==> config.mk <==
export PLATFORM = sky130hd
export DESIGN_NAME = timer_core_flat
export DESIGN_NICKNAME = d
export VERILOG_FILES = /design/src/rtl/timer_pkg.sv /design/src/rtl/timer_core_if.sv /design/src/rtl/timer_prescaler.sv /design/src/rtl/timer_core.sv /design/src/flat_wrapper.sv
export SDC_FILE = /design/constraint.sdc
export NUM_CORES = 1
export LEC_CHECK = 0
export ABC_AREA = 1
export CAP_MARGIN = 20
export CORE_ASPECT_RATIO = 0.6
export CORE_MARGIN = 2
export CORE_UTILIZATION = 29
export CTS_CLUSTER_DIAMETER = 150
export DETAILED_ROUTE_END_ITERATION = 10
export RECOVER_POWER = 25
export SETUP_SLACK_MARGIN = 0.2
export SLEW_MARGIN = 30
export SYNTH_ARGS = -nofsm -noshare
export SYNTH_HDL_FRONTEND = slang
export SYNTH_SLANG_ARGS = --single-unit
export TNS_END_PERCENT = 1
==> constraint.sdc <==
create_clock -name clk -period 2.9 [get_ports clk]
set_input_delay 0.435 -clock clk [delete_from_list [all_inputs] [get_ports clk]]
set_output_delay 0.435 -clock clk [all_outputs]
set_load 0.03 [all_outputs]
==> src/rtl/timer_pkg.sv <==
// Shared types and default widths for the programmable down-counting timer.
package timer_pkg;

    localparam int unsigned CNT_W_DEF = 16;
    localparam int unsigned PRE_W_DEF = 8;

    typedef enum logic [0:0] {T_IDLE, T_RUN} timer_state_e;

endpackage

==> src/rtl/timer_core_if.sv <==
// Control/status bundle between a timer user (master) and timer_core (slave).
interface timer_core_if
    import timer_pkg::*;
#(
    parameter int unsigned CNT_W = CNT_W_DEF,
    parameter int unsigned PRE_W = PRE_W_DEF
);

    logic             start;
    logic             stop;
    logic             periodic;
    logic [PRE_W-1:0] pre_div;
    logic [CNT_W-1:0] load_val;
    logic             irq_ack;
    logic [CNT_W-1:0] count;
    logic             tick;
    logic             irq;
    logic             busy;

    modport master (
        output start, stop, periodic, pre_div, load_val, irq_ack,
        input  count, tick, irq, busy
    );

    modport slave (
        input  start, stop, periodic, pre_div, load_val, irq_ack,
        output count, tick, irq, busy
    );

endinterface

==> src/rtl/timer_prescaler.sv <==
// Prescaler: emits ce once every shadow_p+1 enabled cycles; restart reloads the divider.
module timer_prescaler
    import timer_pkg::*;
#(
    parameter int unsigned PRE_W = PRE_W_DEF
) (
    input  logic             clk,
    input  logic             clr,
    input  logic             en,
    input  logic             restart,
    input  logic [PRE_W-1:0] shadow_p,
    output logic             ce
);

    logic [PRE_W-1:0] pre_q, pre_d;

    always_comb begin
        pre_d = pre_q;
        ce    = 1'b0;
        if (restart) begin
            pre_d = shadow_p;
        end else if (en) begin
            if (pre_q == '0) begin
                ce    = 1'b1;
                pre_d = shadow_p;
            end else begin
                pre_d = pre_q - PRE_W'(1);
            end
        end
    end

    always_ff @(posedge clk or posedge clr) begin
        if (clr) begin
            pre_q <= '0;
        end else begin
            pre_q <= pre_d;
        end
    end

endmodule

==> src/rtl/timer_core.sv <==
// Down-counting timer: FSM, counter, shadow registers, registered expiry tick and sticky irq.
module timer_core
    import timer_pkg::*;
#(
    parameter int unsigned CNT_W = CNT_W_DEF,
    parameter int unsigned PRE_W = PRE_W_DEF
) (
    input  logic         clk,
    input  logic         clr,
    timer_core_if.slave  bus
);

    timer_state_e     state_q, state_d;
    logic [CNT_W-1:0] count_q, count_d;
    logic [CNT_W-1:0] shadow_l_q, shadow_l_d;
    logic [PRE_W-1:0] shadow_p_q, shadow_p_d;
    logic             shadow_mode_q, shadow_mode_d;
    logic             tick_q, tick_d;
    logic             irq_q, irq_d;
    logic             accept_start;
    logic             expire;
    logic             ce;
    logic             busy;
    logic [PRE_W-1:0] pre_src;

    assign busy         = (state_q == T_RUN);
    assign accept_start = bus.start && !bus.stop && (bus.load_val != '0);
    // On a start the divider must see the incoming value, not the stale shadow.
    assign pre_src      = accept_start ? bus.pre_div : shadow_p_q;

    timer_prescaler #(
        .PRE_W (PRE_W)
    ) u_prescaler (
        .clk      (clk),
        .clr      (clr),
        .en       (busy),
        .restart  (accept_start),
        .shadow_p (pre_src),
        .ce       (ce)
    );

    always_comb begin
        state_d       = state_q;
        count_d       = count_q;
        shadow_l_d    = shadow_l_q;
        shadow_p_d    = shadow_p_q;
        shadow_mode_d = shadow_mode_q;
        expire        = 1'b0;

        // Priority: stop, then (re)start, then the normal countdown.
        if (busy && bus.stop) begin
            state_d = T_IDLE;
        end else if (accept_start) begin
            state_d       = T_RUN;
            count_d       = bus.load_val;
            shadow_l_d    = bus.load_val;
            shadow_p_d    = bus.pre_div;
            shadow_mode_d = bus.periodic;
        end else if (busy && ce) begin
            if (count_q > CNT_W'(1)) begin
                count_d = count_q - CNT_W'(1);
            end else if (count_q == CNT_W'(1)) begin
                expire = 1'b1;
                if (shadow_mode_q) begin
                    count_d = shadow_l_q;
                end else begin
                    count_d = '0;
                    state_d = T_IDLE;
                end
            end
        end

        tick_d = expire;
        irq_d  = expire | (irq_q & ~bus.irq_ack);
    end

    always_ff @(posedge clk or posedge clr) begin
        if (clr) begin
            state_q       <= T_IDLE;
            count_q       <= '0;
            shadow_l_q    <= '0;
            shadow_p_q    <= '0;
            shadow_mode_q <= 1'b0;
            tick_q        <= 1'b0;
            irq_q         <= 1'b0;
        end else begin
            state_q       <= state_d;
            count_q       <= count_d;
            shadow_l_q    <= shadow_l_d;
            shadow_p_q    <= shadow_p_d;
            shadow_mode_q <= shadow_mode_d;
            tick_q        <= tick_d;
            irq_q         <= irq_d;
        end
    end

    assign bus.count = count_q;
    assign bus.tick  = tick_q;
    assign bus.irq   = irq_q;
    assign bus.busy  = busy;

endmodule

==> src/flat_wrapper.sv <==
// flat-port wrapper written by rule: the top's interface ports become plain ports
module timer_core_flat import timer_pkg::*;
#(
    parameter int unsigned CNT_W = CNT_W_DEF,
    parameter int unsigned PRE_W = PRE_W_DEF
)
  (clk, clr, bus_start, bus_stop, bus_periodic, bus_pre_div, bus_load_val, bus_irq_ack, bus_count, bus_tick, bus_irq, bus_busy);
  timer_core_if #(.CNT_W(CNT_W), .PRE_W(PRE_W)) bus_i ();
  input  logic clk;
  input  logic clr;
  input wire logic [$bits(bus_i.start)-1:0] bus_start;
  input wire logic [$bits(bus_i.stop)-1:0] bus_stop;
  input wire logic [$bits(bus_i.periodic)-1:0] bus_periodic;
  input wire logic [$bits(bus_i.pre_div)-1:0] bus_pre_div;
  input wire logic [$bits(bus_i.load_val)-1:0] bus_load_val;
  input wire logic [$bits(bus_i.irq_ack)-1:0] bus_irq_ack;
  output wire logic [$bits(bus_i.count)-1:0] bus_count;
  output wire logic [$bits(bus_i.tick)-1:0] bus_tick;
  output wire logic [$bits(bus_i.irq)-1:0] bus_irq;
  output wire logic [$bits(bus_i.busy)-1:0] bus_busy;
  assign bus_i.start = bus_start;
  assign bus_i.stop = bus_stop;
  assign bus_i.periodic = bus_periodic;
  assign bus_i.pre_div = bus_pre_div;
  assign bus_i.load_val = bus_load_val;
  assign bus_i.irq_ack = bus_irq_ack;
  assign bus_count = bus_i.count;
  assign bus_tick = bus_i.tick;
  assign bus_irq = bus_i.irq;
  assign bus_busy = bus_i.busy;
  timer_core #(.CNT_W(CNT_W), .PRE_W(PRE_W)) u_core (.clk(clk), .clr(clr), .bus(bus_i));
endmodule
==> summary.md <==
| Metric | Value |
|---|---|
| Status | finished, violations left |
| Violated checks | design-rule violations |
| Boundary Pins | around 50 |
| Post-route DRC | 3 |
| Kind of critical path | register to register |
| Max stage delay on crit path | about 0.46 ns |
| CP top delay family | simple AND/OR/NAND/NOR gates |
| Fmax | approximately 480 MHz |
| Die H | ~86 um |
| CTS hold repair buffers | 0 |
| Largest net degree at the start of global routing | 30 |
| Max VDD drop | 0.302 mV |
| Clock-pin slew on the worst setup and hold paths | 0.08 ns |
| Initial core utilization | 30.1% |
| Antenna diodes | 0 |
| Setup Skew | 0.0106 ns |
| 1st-iter DRT viols | 314 |
| Worst Tran Pin Value | 0.925 ns |
| Via count | 3051 |
| CTS tree | done |
| H-tree Lvls | 2 |
| Period utilisation layout | 72.5% |
| Multi-input gate area | 0.00159 mm2 |
| RSZ-0062 raised after global routing | false |
| Critical Path Start Type | register |
| Fin. Hold Viols | 0 |
| Crit path DAT | 2.29 ns |
| Lkg Pwr | 0.00205 uW |
| Synth cell types | 27 |
| Initial antenna violation count | 0 |
| Endpoints failing setup | 0 |
| YS warnings | 0 |
| Synthesis-to-layout area growth | 22.5% |
| PwrDens | 815 mW/mm2 |
| WL/cell | 14.0 um |
| CTS Root Cell | clkbuf_16 |
| DRT Pass-1 Iters | 8 |
| Final min period | around 2.1 ns |
| Mux contribution to synthesized area | 0% |
| Routability cong. | 0.877 |
| Syn Area/Cell | 6.80 um2 |
| Clk buf depth | 2 |
| Layout Nets | 553 |
| Worst Setup End Kind | register |
| Register cell area after layout | 0.00130 mm2 |
| Vias in the first global route | roughly 2800 |
| HP Class | register to register |
| All-Layer GR Usage | 15.9% |
| Relative slew slack | 38.3% |
| CP bufs+invs | 1 |
| Synth Area in Compound Gates | 7.92% |
| CP cell instances | inv_1 -> ha_1 -> nand2_2 -> nor2_4 -> o21ai_2 -> nand2_1 -> nand3_1 -> nand2_1 -> nand2_1 -> nand2_1 |
| Die W | 140 um |
| Setup total negative slack | 0 ns |
| Final wirelength | 9260 um |
| Critical Path Stages | 10 |
| Antenna Nets Post-Route | 0 |
| Synth Area in XOR/XNOR | under 10% |
| Critical R2R Launch | u_core.bus.count[0]$_DFFE_PP0P_ |
| Post-synthesis simple-gate area fraction | 37.6% |
| Max_cap viols | 0 |
| Seq/Total Area, Yosys | 40.4% |
| Via density | 4.63 |
| DP HPWL | approximately 7000 um |
| # port buffers | 48 |
| Setup bufs post-CTS | 0 |
| Global-route wire length before repair | about 15000 um |
| Mapped Area | 0.00322 mm2 |
| Mapped Nets | 508 |
| Critical Path Source | u_core.bus.count[0]$_DFFE_PP0P_ |
| Max-slew violation count | 0 |
| CTS buffer count | 5 |
| Hold path startpoint | u_core.shadow_l_q[13]$_DFFE_PP0P_ |
| Clk sinks | 52 |
| Synthesized instance count | 474 |
| Worst EP required | 3.09 ns |
| Synthesis-stage register bit count | 52 |
| DIE AREA | about 0.012 mm2 |
| Share of layout cells above drive strength 1 | under 10% |
| Setup slack after layout | 0.797 ns |
| Max Fanout on Critical Path | 14 |
| Clk Latency, worst-skew pair | about 0.30 ns |
| Placement Setup Slack | 0.562 ns |
| Largest family of logic cells by synthesized area | simple AND/OR/NAND/NOR gates |
| Worst path slowest cell | dfrtp_1 |
| Fillers | 1112 |
| Worst Reg-to-Reg Cells | 10 |
| Grt ovf | 0 |
| CP dominant cell by count | nand2_1 |
| Synth Area in Adders | 1.55% |
| Core area | between 0.01 and 0.015 mm2 |
| Post-CTS sizing | 0 |
| Hold Crit Depth | 2 |
| Row Count | 29 |
## synth_stat cells
master | number | area share [%]
o21ai_2 | 1 | 0.27
nand4_1 | 5 | 0.97
buf_4 | 2 | 0.47
xnor2_1 | 2 | 0.54
nand2_4 | 1 | 0.35
o21ai_0 | 22 | 3.4
nor2_4 | 3 | 1.0
o21a_1 | 6 | 1.4
dfrtp_1 | 52 | 40
inv_2 | 1 | 0.12
nor2_1 | 53 | 6.2
nand3_1 | 24 | 3.7
buf_2 | 7 | 1.1
inv_4 | 1 | 0.19
inv_1 | 58 | 6.8
xor2_1 | 6 | 1.6
nand2_2 | 6 | 1.2
nand3b_1 | 5 | 1.2
a21oi_1 | 4 | 0.62
nand2_1 | 184 | 21
o22ai_1 | 1 | 0.19
o21ai_1 | 13 | 2.0
nand3_2 | 1 | 0.31
nor3_1 | 3 | 0.47
buf_6 | 5 | 1.7
ha_1 | 4 | 1.6
nor2_2 | 4 | 0.78
## power by group
part / switching (uW) / total [uW] / internal, uW / leakage [uW]
Clock: 302 / 636 / 333 / 0.0000767
Sequential: 246 / 1150 / 900 / 0.000645
Combinational: 896 / 1430 / 538 / 0.00133
## layer usage
metal	wire length [um]	track usage (%)	part of all wire, %
met1	5150	26.4	56
met2	3400	20.8	37
met3	648	3.29	7.0
met4	51	2.30	0.55
met5	0	0	0
## cell usage in the layout (no fill, tap or decap), drive strengths merged
master / count
xnor2: 2
o21a: 6
clkbuf: 7
nand4: 5
o21ai: 36
xor2: 6
dlygate4sd3: 1
nor2: 60
nor3: 3
dfrtp: 52
buf: 2
o22ai: 1
inv: 63
ha: 4
a21oi: 4
clkdlybuf4s50: 47
nand3b: 5
nand3: 25
nand2: 191
## registers in the layout, indices dropped and copies added, names as in the netlist
| signal | count |
|---|---|
| u_core.bus.irq | 1 |
| u_core.shadow_mode_q | 1 |
| u_core.shadow_p_q | 8 |
| u_core.u_prescaler.pre_q | 8 |
| u_core.bus.busy | 1 |
| u_core.shadow_l_q | 16 |
| u_core.bus.count | 16 |
| u_core.bus.tick | 1 |
## final timing paths
| check | endpoint | slack [ns] |
|---|---|---|
| setup / recovery | u_core.bus.count[1]$_DFFE_PP0P_ | 0.80 |
| hold / removal | u_core.shadow_l_q[13]$_DFFE_PP0P_ | 0.49 |
| setup reg to reg | u_core.bus.count[1]$_DFFE_PP0P_ | 0.80 |
| hold reg to reg | u_core.shadow_l_q[13]$_DFFE_PP0P_ | 0.49 |
| max in group asynchronous | u_core.u_prescaler.pre_q[3]$_DFFE_PP0P_ | 1.04 |
| min in group asynchronous | u_core.bus.count[15]$_DFFE_PP0P_ | 0.64 |
## layout make-up
class,count,share of cell area (%)
multi-input cells,348,40.2
flip-flops and latches,52,33.0
repair buffers,52,12.8
inverters,60,5.77
well taps,139,4.41
clock buffers,5,3.17
clock inverters,3,0.729
## metrics by stage
step	hold WS (ns)	utilization, %	instance area, um2	instances	power, uW
after floorplan	0.443	-	3220	474	2070
final	0.493	36.9	3950	659	3220
after CTS	0.433	36.9	3950	659	3210
after global routing	0.514	36.9	3950	659	3460
after detailed placement	0.471	35.5	3800	651	2570
after global placement	0.465	35.5	3800	651	2540
## kinds of logic (layout without fill, tap and decap cells)
| logic type | count (synthesis) | in the layout |
|---|---|---|
| DFF | 52 | 52 |
| and+or+nand+nor | 289 | 289 |
| AOI/OAI and AO/OA | 47 | 47 |
| adders and majority gates | 4 | 4 |
| xor gates and xnor gates | 8 | 8 |
| buffers and inverters | 74 | 120 |
## worst register-to-register path, stage by stage, from the launching register on
cell	delay, ns
dfrtp_1	0.46
inv_1	0.07
ha_1	0.24
nand2_2	0.14
nor2_4	0.08
o21ai_2	0.44
nand2_1	0.21
nand3_1	0.14
nand2_1	0.10
nand2_1	0.08
nand2_1	0.05
Power figures use the tool's default switching activity.
